==> src/rtl/nasti_master_pkg.sv <==
// ----------------------------------------------------------------------------
// nasti_master_pkg
//   Shared types and helpers for nasti_burst_master:
//     state_t      - master FSM states
//     RESP_*       - NASTI response encodings (ordered so a larger value is worse)
//     BURST_INCR   - the only burst type this master issues
//     crosses_4k() - true if a burst runs past the end of its 4 KB page
//     max_resp()   - worst of two responses
// ----------------------------------------------------------------------------
package nasti_master_pkg;

    typedef enum logic [2:0] {
        ST_IDLE,
        ST_CHK,
        ST_AR,
        ST_R,
        ST_AW,
        ST_W,
        ST_B,
        ST_DONE
    } state_t;

    localparam logic [1:0] RESP_OKAY   = 2'b00;
    localparam logic [1:0] RESP_EXOKAY = 2'b01;
    localparam logic [1:0] RESP_SLVERR = 2'b10;
    localparam logic [1:0] RESP_DECERR = 2'b11;

    localparam logic [1:0] BURST_INCR  = 2'b01;

    // The sum is kept at 17 bits so that no legal-looking combination of
    // offset, length and size can wrap and hide a crossing: 256 beats of
    // 128 bytes plus a 4095-byte offset still fits.
    function automatic logic crosses_4k(input logic [11:0] offset,
                                        input logic [7:0]  len,
                                        input logic [2:0]  size);
        logic [16:0] bytes;
        logic [16:0] end_addr;
        bytes    = ({9'd0, len} + 17'd1) << size;
        end_addr = {5'd0, offset} + bytes;
        return end_addr > 17'd4096;
    endfunction

    function automatic logic [1:0] max_resp(input logic [1:0] a,
                                            input logic [1:0] b);
        return (a > b) ? a : b;
    endfunction

endpackage

==> src/rtl/nasti_channel.sv <==
// ----------------------------------------------------------------------------
// nasti_channel
//   NASTI (AXI4-style) bundle of the five channels AW, W, B, AR, R.
//   modport master : drives AW/W/AR payload+valid and B/R ready
//   modport slave  : the mirror image
// ----------------------------------------------------------------------------
interface nasti_channel #(
    parameter int ID_WIDTH   = 8,
    parameter int ADDR_WIDTH = 16,
    parameter int DATA_WIDTH = 128,
    parameter int USER_WIDTH = 1
);
    // write address
    logic                    aw_valid;
    logic                    aw_ready;
    logic [ID_WIDTH-1:0]     aw_id;
    logic [ADDR_WIDTH-1:0]   aw_addr;
    logic [7:0]              aw_len;
    logic [2:0]              aw_size;
    logic [1:0]              aw_burst;
    logic                    aw_lock;
    logic [3:0]              aw_cache;
    logic [2:0]              aw_prot;
    logic [3:0]              aw_qos;
    logic [3:0]              aw_region;
    logic [USER_WIDTH-1:0]   aw_user;
    // write data
    logic                    w_valid;
    logic                    w_ready;
    logic [ID_WIDTH-1:0]     w_id;
    logic [DATA_WIDTH-1:0]   w_data;
    logic [DATA_WIDTH/8-1:0] w_strb;
    logic                    w_last;
    logic [USER_WIDTH-1:0]   w_user;
    // write response
    logic                    b_valid;
    logic                    b_ready;
    logic [ID_WIDTH-1:0]     b_id;
    logic [1:0]              b_resp;
    logic [USER_WIDTH-1:0]   b_user;
    // read address
    logic                    ar_valid;
    logic                    ar_ready;
    logic [ID_WIDTH-1:0]     ar_id;
    logic [ADDR_WIDTH-1:0]   ar_addr;
    logic [7:0]              ar_len;
    logic [2:0]              ar_size;
    logic [1:0]              ar_burst;
    logic                    ar_lock;
    logic [3:0]              ar_cache;
    logic [2:0]              ar_prot;
    logic [3:0]              ar_qos;
    logic [3:0]              ar_region;
    logic [USER_WIDTH-1:0]   ar_user;
    // read data
    logic                    r_valid;
    logic                    r_ready;
    logic [ID_WIDTH-1:0]     r_id;
    logic [DATA_WIDTH-1:0]   r_data;
    logic [1:0]              r_resp;
    logic                    r_last;
    logic [USER_WIDTH-1:0]   r_user;

    modport master (
        output aw_valid, aw_id, aw_addr, aw_len, aw_size, aw_burst, aw_lock,
               aw_cache, aw_prot, aw_qos, aw_region, aw_user,
        input  aw_ready,
        output w_valid, w_id, w_data, w_strb, w_last, w_user,
        input  w_ready,
        input  b_valid, b_id, b_resp, b_user,
        output b_ready,
        output ar_valid, ar_id, ar_addr, ar_len, ar_size, ar_burst, ar_lock,
               ar_cache, ar_prot, ar_qos, ar_region, ar_user,
        input  ar_ready,
        input  r_valid, r_id, r_data, r_resp, r_last, r_user,
        output r_ready
    );

    modport slave (
        input  aw_valid, aw_id, aw_addr, aw_len, aw_size, aw_burst, aw_lock,
               aw_cache, aw_prot, aw_qos, aw_region, aw_user,
        output aw_ready,
        input  w_valid, w_id, w_data, w_strb, w_last, w_user,
        output w_ready,
        output b_valid, b_id, b_resp, b_user,
        input  b_ready,
        input  ar_valid, ar_id, ar_addr, ar_len, ar_size, ar_burst, ar_lock,
               ar_cache, ar_prot, ar_qos, ar_region, ar_user,
        output ar_ready,
        output r_valid, r_id, r_data, r_resp, r_last, r_user,
        input  r_ready
    );

endinterface

==> src/rtl/nasti_burst_master.sv <==
// ----------------------------------------------------------------------------
// nasti_burst_master
//   Single-outstanding NASTI master. Accepts one burst command at a time,
//   checks it locally (beat size, 4 KB page crossing), then runs either an
//   AR/R read or an AW/W/B write and reports a one-cycle completion pulse
//   with the worst response seen and an error flag.
//
//   clk, rst            clock; asynchronous active-high reset
//   cmd_*               command handshake: write, id, addr, len (beats-1), size
//   wd_*                write beat stream (passed straight through to W)
//   rd_*                read beat stream (passed straight through from R)
//   done_valid          one-cycle completion pulse
//   done_resp/done_err  result of the last command, held until the next one
//                       is checked
//   nasti               NASTI master port
// ----------------------------------------------------------------------------
module nasti_burst_master
    import nasti_master_pkg::*;
#(
    parameter int ID_WIDTH   = 8,
    parameter int ADDR_WIDTH = 16,
    parameter int DATA_WIDTH = 128,
    parameter int USER_WIDTH = 1
) (
    input  logic                    clk,
    input  logic                    rst,
    input  logic                    cmd_valid,
    output logic                    cmd_ready,
    input  logic                    cmd_write,
    input  logic [ID_WIDTH-1:0]     cmd_id,
    input  logic [ADDR_WIDTH-1:0]   cmd_addr,
    input  logic [7:0]              cmd_len,
    input  logic [2:0]              cmd_size,
    input  logic                    wd_valid,
    output logic                    wd_ready,
    input  logic [DATA_WIDTH-1:0]   wd_data,
    input  logic [DATA_WIDTH/8-1:0] wd_strb,
    output logic                    rd_valid,
    input  logic                    rd_ready,
    output logic [DATA_WIDTH-1:0]   rd_data,
    output logic                    rd_last,
    output logic                    done_valid,
    output logic [1:0]              done_resp,
    output logic                    done_err,
    nasti_channel.master            nasti
);

    localparam logic [2:0] SIZE_MAX = 3'($clog2(DATA_WIDTH / 8));

    state_t                state_q, state_d;
    logic [ID_WIDTH-1:0]   id_q;
    logic [ADDR_WIDTH-1:0] addr_q;
    logic [7:0]            len_q;
    logic [2:0]            size_q;
    logic                  write_q;
    logic [7:0]            beat_q;
    logic [1:0]            resp_q;
    logic                  err_q;

    logic chk_err;
    logic last_beat;
    logic cmd_fire;
    logic r_fire;
    logic w_fire;
    logic b_fire;
    logic r_proto_err;

    assign chk_err   = (size_q > SIZE_MAX) || crosses_4k(addr_q[11:0], len_q, size_q);
    assign last_beat = (beat_q == len_q);
    assign cmd_fire  = (state_q == ST_IDLE) && cmd_valid && !rst;
    assign r_fire    = (state_q == ST_R) && nasti.r_valid && rd_ready;
    assign w_fire    = (state_q == ST_W) && wd_valid && nasti.w_ready;
    assign b_fire    = (state_q == ST_B) && nasti.b_valid;

    // A mismatched r_last in either direction is a slave protocol error;
    // beat counting stays authoritative either way.
    assign r_proto_err = (nasti.r_id != id_q) || (nasti.r_last != last_beat);

    // ------------------------------------------------------------------
    // Constant and latched NASTI fields
    // ------------------------------------------------------------------
    assign nasti.ar_id     = id_q;
    assign nasti.ar_addr   = addr_q;
    assign nasti.ar_len    = len_q;
    assign nasti.ar_size   = size_q;
    assign nasti.ar_burst  = BURST_INCR;
    assign nasti.ar_lock   = 1'b0;
    assign nasti.ar_cache  = 4'd0;
    assign nasti.ar_prot   = 3'd0;
    assign nasti.ar_qos    = 4'd0;
    assign nasti.ar_region = 4'd0;
    assign nasti.ar_user   = {USER_WIDTH{1'b0}};

    assign nasti.aw_id     = id_q;
    assign nasti.aw_addr   = addr_q;
    assign nasti.aw_len    = len_q;
    assign nasti.aw_size   = size_q;
    assign nasti.aw_burst  = BURST_INCR;
    assign nasti.aw_lock   = 1'b0;
    assign nasti.aw_cache  = 4'd0;
    assign nasti.aw_prot   = 3'd0;
    assign nasti.aw_qos    = 4'd0;
    assign nasti.aw_region = 4'd0;
    assign nasti.aw_user   = {USER_WIDTH{1'b0}};

    assign nasti.w_id      = id_q;
    assign nasti.w_data    = wd_data;
    assign nasti.w_strb    = wd_strb;
    assign nasti.w_user    = {USER_WIDTH{1'b0}};

    assign rd_data         = nasti.r_data;
    assign done_resp       = resp_q;
    assign done_err        = err_q;

    logic unused_user;
    assign unused_user = ^{nasti.r_user, nasti.b_user};

    // ------------------------------------------------------------------
    // FSM state register
    // ------------------------------------------------------------------
    // NOTE: sequential state uses non-blocking assignments so every flop
    // samples the pre-edge values regardless of statement order.
    always_ff @(posedge clk or posedge rst) begin
        if (rst) state_q <= ST_IDLE;
        else     state_q <= state_d;
    end

    // ------------------------------------------------------------------
    // FSM next state and handshake outputs
    // ------------------------------------------------------------------
    always_comb begin
        // NOTE: every output gets a default before the case so no path
        // leaves a signal unassigned, which would infer a latch.
        state_d        = state_q;
        cmd_ready      = 1'b0;
        wd_ready       = 1'b0;
        rd_valid       = 1'b0;
        rd_last        = 1'b0;
        done_valid     = 1'b0;
        nasti.ar_valid = 1'b0;
        nasti.aw_valid = 1'b0;
        nasti.w_valid  = 1'b0;
        nasti.w_last   = 1'b0;
        nasti.b_ready  = 1'b0;
        nasti.r_ready  = 1'b0;

        unique case (state_q)
            ST_IDLE: begin
                // The state register already reads IDLE during reset, so
                // ready is masked until reset is released.
                cmd_ready = !rst;
                if (cmd_fire) state_d = ST_CHK;
            end
            ST_CHK: begin
                if (chk_err)      state_d = ST_DONE;
                else if (write_q) state_d = ST_AW;
                else              state_d = ST_AR;
            end
            ST_AR: begin
                nasti.ar_valid = 1'b1;
                if (nasti.ar_ready) state_d = ST_R;
            end
            ST_R: begin
                rd_valid      = nasti.r_valid;
                rd_last       = last_beat;
                nasti.r_ready = rd_ready;
                if (r_fire && last_beat) state_d = ST_DONE;
            end
            ST_AW: begin
                nasti.aw_valid = 1'b1;
                if (nasti.aw_ready) state_d = ST_W;
            end
            ST_W: begin
                nasti.w_valid = wd_valid;
                nasti.w_last  = last_beat;
                wd_ready      = nasti.w_ready;
                if (w_fire && last_beat) state_d = ST_B;
            end
            ST_B: begin
                nasti.b_ready = 1'b1;
                if (b_fire) state_d = ST_DONE;
            end
            ST_DONE: begin
                done_valid = 1'b1;
                state_d    = ST_IDLE;
            end
            default: state_d = ST_IDLE;
        endcase
    end

    // ------------------------------------------------------------------
    // Command latch, beat counter and response aggregation
    // ------------------------------------------------------------------
    // NOTE: the command fields are reset along with the control state so
    // the NASTI payload never shows X, even though it is only meaningful
    // while a valid is high.
    always_ff @(posedge clk or posedge rst) begin
        if (rst) begin
            id_q    <= '0;
            addr_q  <= '0;
            len_q   <= '0;
            size_q  <= '0;
            write_q <= 1'b0;
            beat_q  <= '0;
            resp_q  <= RESP_OKAY;
            err_q   <= 1'b0;
        end else begin
            unique case (state_q)
                ST_IDLE: begin
                    if (cmd_fire) begin
                        id_q    <= cmd_id;
                        addr_q  <= cmd_addr;
                        len_q   <= cmd_len;
                        size_q  <= cmd_size;
                        write_q <= cmd_write;
                    end
                end
                ST_CHK: begin
                    // Results of the previous command are held up to here.
                    resp_q <= chk_err ? RESP_SLVERR : RESP_OKAY;
                    err_q  <= chk_err;
                end
                ST_R: begin
                    if (r_fire) begin
                        beat_q <= beat_q + 8'd1;
                        resp_q <= max_resp(resp_q, nasti.r_resp);
                        if (r_proto_err) err_q <= 1'b1;
                    end
                end
                ST_W: begin
                    if (w_fire) beat_q <= beat_q + 8'd1;
                end
                ST_B: begin
                    if (b_fire) begin
                        resp_q <= nasti.b_resp;
                        if (nasti.b_id != id_q) err_q <= 1'b1;
                    end
                end
                ST_DONE: beat_q <= '0;
                default: ;
            endcase
        end
    end

endmodule
==> src/flat_wrapper.sv <==
// flat-port wrapper written by rule: the top's interface ports become plain ports
module nasti_burst_master_flat import nasti_master_pkg::*;
#(
    parameter int ID_WIDTH   = 8,
    parameter int ADDR_WIDTH = 16,
    parameter int DATA_WIDTH = 128,
    parameter int USER_WIDTH = 1
)
  (clk, rst, cmd_valid, cmd_ready, cmd_write, cmd_id, cmd_addr, cmd_len, cmd_size, wd_valid, wd_ready, wd_data, wd_strb, rd_valid, rd_ready, rd_data, rd_last, done_valid, done_resp, done_err, nasti_aw_valid, nasti_aw_id, nasti_aw_addr, nasti_aw_len, nasti_aw_size, nasti_aw_burst, nasti_aw_lock, nasti_aw_cache, nasti_aw_prot, nasti_aw_qos, nasti_aw_region, nasti_aw_user, nasti_aw_ready, nasti_w_valid, nasti_w_id, nasti_w_data, nasti_w_strb, nasti_w_last, nasti_w_user, nasti_w_ready, nasti_b_valid, nasti_b_id, nasti_b_resp, nasti_b_user, nasti_b_ready, nasti_ar_valid, nasti_ar_id, nasti_ar_addr, nasti_ar_len, nasti_ar_size, nasti_ar_burst, nasti_ar_lock, nasti_ar_cache, nasti_ar_prot, nasti_ar_qos, nasti_ar_region, nasti_ar_user, nasti_ar_ready, nasti_r_valid, nasti_r_id, nasti_r_data, nasti_r_resp, nasti_r_last, nasti_r_user, nasti_r_ready);
  nasti_channel #(.ID_WIDTH(ID_WIDTH), .ADDR_WIDTH(ADDR_WIDTH), .DATA_WIDTH(DATA_WIDTH), .USER_WIDTH(USER_WIDTH)) nasti_i ();
  input  logic clk;
  input  logic rst;
  input  logic cmd_valid;
  output logic cmd_ready;
  input  logic cmd_write;
  input  logic [ID_WIDTH-1:0] cmd_id;
  input  logic [ADDR_WIDTH-1:0] cmd_addr;
  input  logic [7:0] cmd_len;
  input  logic [2:0] cmd_size;
  input  logic wd_valid;
  output logic wd_ready;
  input  logic [DATA_WIDTH-1:0] wd_data;
  input  logic [DATA_WIDTH/8-1:0] wd_strb;
  output logic rd_valid;
  input  logic rd_ready;
  output logic [DATA_WIDTH-1:0] rd_data;
  output logic rd_last;
  output logic done_valid;
  output logic [1:0] done_resp;
  output logic done_err;
  output wire logic [$bits(nasti_i.aw_valid)-1:0] nasti_aw_valid;
  output wire logic [$bits(nasti_i.aw_id)-1:0] nasti_aw_id;
  output wire logic [$bits(nasti_i.aw_addr)-1:0] nasti_aw_addr;
  output wire logic [$bits(nasti_i.aw_len)-1:0] nasti_aw_len;
  output wire logic [$bits(nasti_i.aw_size)-1:0] nasti_aw_size;
  output wire logic [$bits(nasti_i.aw_burst)-1:0] nasti_aw_burst;
  output wire logic [$bits(nasti_i.aw_lock)-1:0] nasti_aw_lock;
  output wire logic [$bits(nasti_i.aw_cache)-1:0] nasti_aw_cache;
  output wire logic [$bits(nasti_i.aw_prot)-1:0] nasti_aw_prot;
  output wire logic [$bits(nasti_i.aw_qos)-1:0] nasti_aw_qos;
  output wire logic [$bits(nasti_i.aw_region)-1:0] nasti_aw_region;
  output wire logic [$bits(nasti_i.aw_user)-1:0] nasti_aw_user;
  input wire logic [$bits(nasti_i.aw_ready)-1:0] nasti_aw_ready;
  output wire logic [$bits(nasti_i.w_valid)-1:0] nasti_w_valid;
  output wire logic [$bits(nasti_i.w_id)-1:0] nasti_w_id;
  output wire logic [$bits(nasti_i.w_data)-1:0] nasti_w_data;
  output wire logic [$bits(nasti_i.w_strb)-1:0] nasti_w_strb;
  output wire logic [$bits(nasti_i.w_last)-1:0] nasti_w_last;
  output wire logic [$bits(nasti_i.w_user)-1:0] nasti_w_user;
  input wire logic [$bits(nasti_i.w_ready)-1:0] nasti_w_ready;
  input wire logic [$bits(nasti_i.b_valid)-1:0] nasti_b_valid;
  input wire logic [$bits(nasti_i.b_id)-1:0] nasti_b_id;
  input wire logic [$bits(nasti_i.b_resp)-1:0] nasti_b_resp;
  input wire logic [$bits(nasti_i.b_user)-1:0] nasti_b_user;
  output wire logic [$bits(nasti_i.b_ready)-1:0] nasti_b_ready;
  output wire logic [$bits(nasti_i.ar_valid)-1:0] nasti_ar_valid;
  output wire logic [$bits(nasti_i.ar_id)-1:0] nasti_ar_id;
  output wire logic [$bits(nasti_i.ar_addr)-1:0] nasti_ar_addr;
  output wire logic [$bits(nasti_i.ar_len)-1:0] nasti_ar_len;
  output wire logic [$bits(nasti_i.ar_size)-1:0] nasti_ar_size;
  output wire logic [$bits(nasti_i.ar_burst)-1:0] nasti_ar_burst;
  output wire logic [$bits(nasti_i.ar_lock)-1:0] nasti_ar_lock;
  output wire logic [$bits(nasti_i.ar_cache)-1:0] nasti_ar_cache;
  output wire logic [$bits(nasti_i.ar_prot)-1:0] nasti_ar_prot;
  output wire logic [$bits(nasti_i.ar_qos)-1:0] nasti_ar_qos;
  output wire logic [$bits(nasti_i.ar_region)-1:0] nasti_ar_region;
  output wire logic [$bits(nasti_i.ar_user)-1:0] nasti_ar_user;
  input wire logic [$bits(nasti_i.ar_ready)-1:0] nasti_ar_ready;
  input wire logic [$bits(nasti_i.r_valid)-1:0] nasti_r_valid;
  input wire logic [$bits(nasti_i.r_id)-1:0] nasti_r_id;
  input wire logic [$bits(nasti_i.r_data)-1:0] nasti_r_data;
  input wire logic [$bits(nasti_i.r_resp)-1:0] nasti_r_resp;
  input wire logic [$bits(nasti_i.r_last)-1:0] nasti_r_last;
  input wire logic [$bits(nasti_i.r_user)-1:0] nasti_r_user;
  output wire logic [$bits(nasti_i.r_ready)-1:0] nasti_r_ready;
  assign nasti_aw_valid = nasti_i.aw_valid;
  assign nasti_aw_id = nasti_i.aw_id;
  assign nasti_aw_addr = nasti_i.aw_addr;
  assign nasti_aw_len = nasti_i.aw_len;
  assign nasti_aw_size = nasti_i.aw_size;
  assign nasti_aw_burst = nasti_i.aw_burst;
  assign nasti_aw_lock = nasti_i.aw_lock;
  assign nasti_aw_cache = nasti_i.aw_cache;
  assign nasti_aw_prot = nasti_i.aw_prot;
  assign nasti_aw_qos = nasti_i.aw_qos;
  assign nasti_aw_region = nasti_i.aw_region;
  assign nasti_aw_user = nasti_i.aw_user;
  assign nasti_i.aw_ready = nasti_aw_ready;
  assign nasti_w_valid = nasti_i.w_valid;
  assign nasti_w_id = nasti_i.w_id;
  assign nasti_w_data = nasti_i.w_data;
  assign nasti_w_strb = nasti_i.w_strb;
  assign nasti_w_last = nasti_i.w_last;
  assign nasti_w_user = nasti_i.w_user;
  assign nasti_i.w_ready = nasti_w_ready;
  assign nasti_i.b_valid = nasti_b_valid;
  assign nasti_i.b_id = nasti_b_id;
  assign nasti_i.b_resp = nasti_b_resp;
  assign nasti_i.b_user = nasti_b_user;
  assign nasti_b_ready = nasti_i.b_ready;
  assign nasti_ar_valid = nasti_i.ar_valid;
  assign nasti_ar_id = nasti_i.ar_id;
  assign nasti_ar_addr = nasti_i.ar_addr;
  assign nasti_ar_len = nasti_i.ar_len;
  assign nasti_ar_size = nasti_i.ar_size;
  assign nasti_ar_burst = nasti_i.ar_burst;
  assign nasti_ar_lock = nasti_i.ar_lock;
  assign nasti_ar_cache = nasti_i.ar_cache;
  assign nasti_ar_prot = nasti_i.ar_prot;
  assign nasti_ar_qos = nasti_i.ar_qos;
  assign nasti_ar_region = nasti_i.ar_region;
  assign nasti_ar_user = nasti_i.ar_user;
  assign nasti_i.ar_ready = nasti_ar_ready;
  assign nasti_i.r_valid = nasti_r_valid;
  assign nasti_i.r_id = nasti_r_id;
  assign nasti_i.r_data = nasti_r_data;
  assign nasti_i.r_resp = nasti_r_resp;
  assign nasti_i.r_last = nasti_r_last;
  assign nasti_i.r_user = nasti_r_user;
  assign nasti_r_ready = nasti_i.r_ready;
  nasti_burst_master #(.ID_WIDTH(ID_WIDTH), .ADDR_WIDTH(ADDR_WIDTH), .DATA_WIDTH(DATA_WIDTH), .USER_WIDTH(USER_WIDTH)) u_core (.clk(clk), .rst(rst), .cmd_valid(cmd_valid), .cmd_ready(cmd_ready), .cmd_write(cmd_write), .cmd_id(cmd_id), .cmd_addr(cmd_addr), .cmd_len(cmd_len), .cmd_size(cmd_size), .wd_valid(wd_valid), .wd_ready(wd_ready), .wd_data(wd_data), .wd_strb(wd_strb), .rd_valid(rd_valid), .rd_ready(rd_ready), .rd_data(rd_data), .rd_last(rd_last), .done_valid(done_valid), .done_resp(done_resp), .done_err(done_err), .nasti(nasti_i));
endmodule
==> config.mk <==
export PLATFORM = sky130hd
export DESIGN_NAME = nasti_burst_master_flat
export DESIGN_NICKNAME = d
export VERILOG_FILES = /design/src/rtl/nasti_master_pkg.sv /design/src/rtl/nasti_channel.sv /design/src/rtl/nasti_burst_master.sv /design/src/flat_wrapper.sv
export SDC_FILE = /design/constraint.sdc
export NUM_CORES = 1
export LEC_CHECK = 0
export CAP_MARGIN = 0
export CELL_PAD_IN_SITES_DETAIL_PLACEMENT = 0
export CELL_PAD_IN_SITES_GLOBAL_PLACEMENT = 1
export CORE_AREA = 3 3 287 289
export DETAILED_ROUTE_END_ITERATION = 10
export DIE_AREA = 0 0 290 292
export PLACE_DENSITY_LB_ADDON = 0.1
export SLEW_MARGIN = 20
export SYNTH_ARGS = -nofsm -noshare
export SYNTH_HDL_FRONTEND = slang
export SYNTH_SLANG_ARGS = --single-unit
==> constraint.sdc <==
create_clock -name clk -period 3.7 [get_ports clk]
set_input_delay 0.925 -clock clk [delete_from_list [all_inputs] [get_ports clk]]
set_output_delay 0.925 -clock clk [all_outputs]
set_load 0.01 [all_outputs]
==> reports/qor_table.md <==
| Quantity | Reported |
|---|---|
| Run status | finished, violations left |
| Violated checks | negative setup slack |
| Floorplan core area | 0.0802 sq mm |
| GRT met3 Usage | 0.0408 |
| Count of buffers inserted at the top-level ports | 158 |
| Switching Share | 0.459 |
| Most used DFF post-synth | dfrtp_1 |
| Vias after detailed routing | 4512 |
| Synthesized area divided by synthesized cell count | 8.35 sq um |
| I/O pin cnt | 744 |
| Worst setup path start | u_core.nasti.ar_size[0]$_DFFE_PP0P_ |
| Die ar. | 0.0847 sq mm |
| Sequential Power Share | 0.148 |
| Floorplan row count | 104 |
| Post-synthesis cell count | 754 |
| Leak | 2.99 nW |
| Fin crit share | 1.05 |
| Worst hold stages | 2 |
| Path class of the lowest-slack min-delay path | flip-flop to flip-flop |
| Mapped cell area | 0.00629 sq mm |
| Clock share of power | 0.080 |
| P per Cell Area | 1000 mW/mm^2 |
| Post-synth top area share | 0.422 |
| Crit path time final | 3890 ps |
| Final Routed Wirelength | 30800 um |
| Maximum achievable frequency | 257 MHz |
| H-Tree Level Count | 2 |
| Vias in the first global route | 4950 |
| Relative slew margins | 0.594 |
| Commonest cells after routing, fill and taps aside | clkdlybuf4s50_1 (157), buf_4 (91), dfrtp_1 (47) |
| Clk_skew | 20.0 ps |
| Max-cap violation count | 0 |
| Final weighted congestion of routability-driven global placement | 0.641 |
| Busiest layer in global routing | met2 |
| IR drop worst, VDD | 306 uV |
| Final std cell area, no fill | 0.00822 sq mm |
| Unrepaired setup endpoints after global routing | true |
| Critical Setup Path Class | flip-flop to flip-flop |
| Synthesis-stage register bit count | 50 |
| Signal arrival time at the worst endpoint | 4100 ps |
| Tightest Pin Transition | 609 ps |
| Data required time of the worst path | 3910 ps |
| Max Buffers Root-to-Sink | 2 |
| Least setup slack across all paths after layout | -186 ps |
| Total global-route track usage | 0.0693 |
| Async set-reset flop share out of synthesis | 1.00 |
| Ranking of synthesized cells by area | buf_4 (42%), dfrtp_1 (20%), mux2_1 (4.5%) |
| Share of cells above drive strength 1 | 0.301 |
| Iteration count of the initial detailed-routing pass | 4 |
| Internal Pwr Total | 0.00445 W |
| CTS clock-pin slew for the worst setup and hold paths | 90 ps |
| Clock insertion delay at the later pin of the skew report | 350 ps |
| Number of fillers in the final layout | 9370 |
| Worst Hold Slack | 524 ps |
| First-pass GRT wire length | 41000 um |
| Estimated wirelength of the detail-placed design | 26000 um |
| Share of total power in combinational logic | 0.772 |
| Setup-failing EPs final | 5 |
| Count of flip-flops with a built-in enable after synthesis | 0 |
| Yosys warnings | 0 |
| Root buffer selected by CTS | clkbuf_16 |
| Sequential-to-total area share from yosys stat | 0.199 |
| Met2 layer usage reported by global route | 0.110 |
| Max Fanout on Critical Path | 8 |
| Die X | 290 um |
| Average wire length per cell after detail routing | 17.6 um |
| Launch point of the worst hold path | u_core.done_resp[0]$_DFFE_PP0P_ |
| Net switching component of the power | 0.00378 W |
| TritonCTS clock tree | yes |
| Detailed-route vias per instance | 2.58 |
| Post-Place Setup Slack | -867 ps |
| Number of pins exceeding their max-slew limit in the final report | 0 |
| CP Launch Type | flip-flop |
| Detailed Route Iter0 Violations | 66 |
| Antenna violations before repair | 2 |
| Crit. End Element | flip-flop |
| Largest net degree at the start of global routing | 24 |
| Count of hold buffers inserted by post-cts repair | 0 |
| Die extent in y | 292 um |
| DRC viols | 0 |
| Final count of hold timing violations | 0 |
| Utilization after layout | 0.103 |
| Met1 Usage GRT | 0.0714 |
| Total congestion overflow after global routing | 0 |
| Number of nets in the layout | 1045 |
| Remaining antenna violation count after routing | 0 |
| Area post-placement | 0.00733 sq mm |
| Starting density of the core | 0.0785 |
| FF-to-FF Start | u_core.nasti.ar_size[0]$_DFFE_PP0P_ |
| Number of distinct standard cells referenced by the synthesized netlist | 56 |
| Cell accounting for the most synthesized area | buf_4 |
| Num CTS Buffers | 5 |
| TritonCTS sink count | 50 |
| Most common cell after layout, fill and taps aside | clkdlybuf4s50_1 |
| R2R cell count | 14 |
| Post-synthesis to final-layout area growth | 30.6% |
-- metal layers --
layer | up-vias | part of all wire
met4 | 4 | 0.052
li1 | 1980 | -
met3 | 112 | 0.12
met2 | 341 | 0.46
met1 | 2075 | 0.36
met5 | - | 0.0037
-- per-stage QoR --
stage / power, W / setup TNS [ps] / instances
4_1_cts: 0.00778 / -1800 / 1744
3_5_place_dp: 0.00645 / -4200 / 1730
2_1_floorplan: 0.00404 / 0 / 791
5_1_grt: 0.00898 / -2080 / 1747
3_3_place_gp: 0.00655 / -3960 / 1730
6_report: 0.00823 / -840 / 1750
-- cells by family (layout without fill, tap and decap cells) --
family          Yosys count  after routing  synth area share
mux                      48             48            0.0841
buf+inv                 391            287             0.444
flops                    50             50             0.199
fa+ha+maj                18             18            0.0370
other cells               2             42           0.00119
simple gates            122            122            0.0938
xor+xnor                 39             39            0.0543
compound gates           84             84            0.0865
-- Yosys cell counts, types with 5 or more instances --
cell      number
buf_4        354
dfrtp_1       50
nor2_1        39
nand2_1       28
a21oi_1       27
xor2_1        27
mux2_1        25
clkbuf_1      17
ha_1          17
inv_1         17
mux2_2        14
o21ai_0       12
xnor2_1       12
mux2i_1        9
nand3_1        9
nand4_1        8
nor3_1         7
nor4_1         7
a31oi_1        5
nor2b_1        5
o21ai_1        5
o22ai_1        5
-- cell type report --
type | instances | area (sq um) | share of cell area
antenna | 3 | 7.51 | 0.000914
clock buffer | 5 | 125 | 0.0152
clock inverter | 3 | 47.5 | 0.00579
inverter | 18 | 73.8 | 0.00898
multi-input combinational | 350 | 2970 | 0.362
sequential | 50 | 1250 | 0.153
tap | 1060 | 1330 | 0.161
timing repair buffer | 261 | 2410 | 0.293
-- worst paths after layout --
| kind | end | slack, ps |
|---|---|---|
| max in group asynchronous | u_core.nasti.ar_size[0]$_DFFE_PP0P_ | 1970 |
| max reg2reg | u_core.done_err$_DFFE_PP0P_ | -190 |
| max | u_core.done_err$_DFFE_PP0P_ | -190 |
| min | u_core.done_resp[0]$_DFFE_PP0P_ | 520 |
| min in group asynchronous | u_core.state_q[0]$_DFFE_PP0P_ | 1000 |
| min reg2reg | u_core.done_resp[0]$_DFFE_PP0P_ | 520 |
-- power groups by stage --
stage / clock [W] / sequential, W / combinational, W
floorplan: 0 / 0.00114 / 0.00290
global placement: 0 / 0.00124 / 0.00531
detailed placement: 0 / 0.00123 / 0.00522
CTS: 0.000734 / 0.00124 / 0.00581
global route: 0.000727 / 0.00130 / 0.00695
finish: 0.000658 / 0.00122 / 0.00635
-- state kept, by name, summed over array words and instances, names as in the netlist --
name                  count
u_core.beat_q             8
u_core.done_err           1
u_core.done_resp          2
u_core.nasti.ar_addr     16
u_core.nasti.ar_id        8
u_core.nasti.ar_len       8
u_core.nasti.ar_size      3
u_core.state_q            3
u_core.write_q            1
-- timing repair --
action,CTS,global route
hold endpoints to repair,0,0
resized for setup,59,66
endpoints found under the setup margin,7,5
pin swaps,26,30
setup buffers,8,6
-- worst max-delay path, cell delays in order, from the launching register on --
cell      delay [ps]
dfrtp_2          490
buf_6            180
nor4_1           240
buf_4            180
ha_1             190
fa_2             440
nor2_1           150
o221ai_2         120
a2111o_1         400
or4_4            450
a211oi_4         270
a21oi_2          120
nor3_4           260
buf_6            180
a31oi_1           90
(Power assumes the default switching activity.)
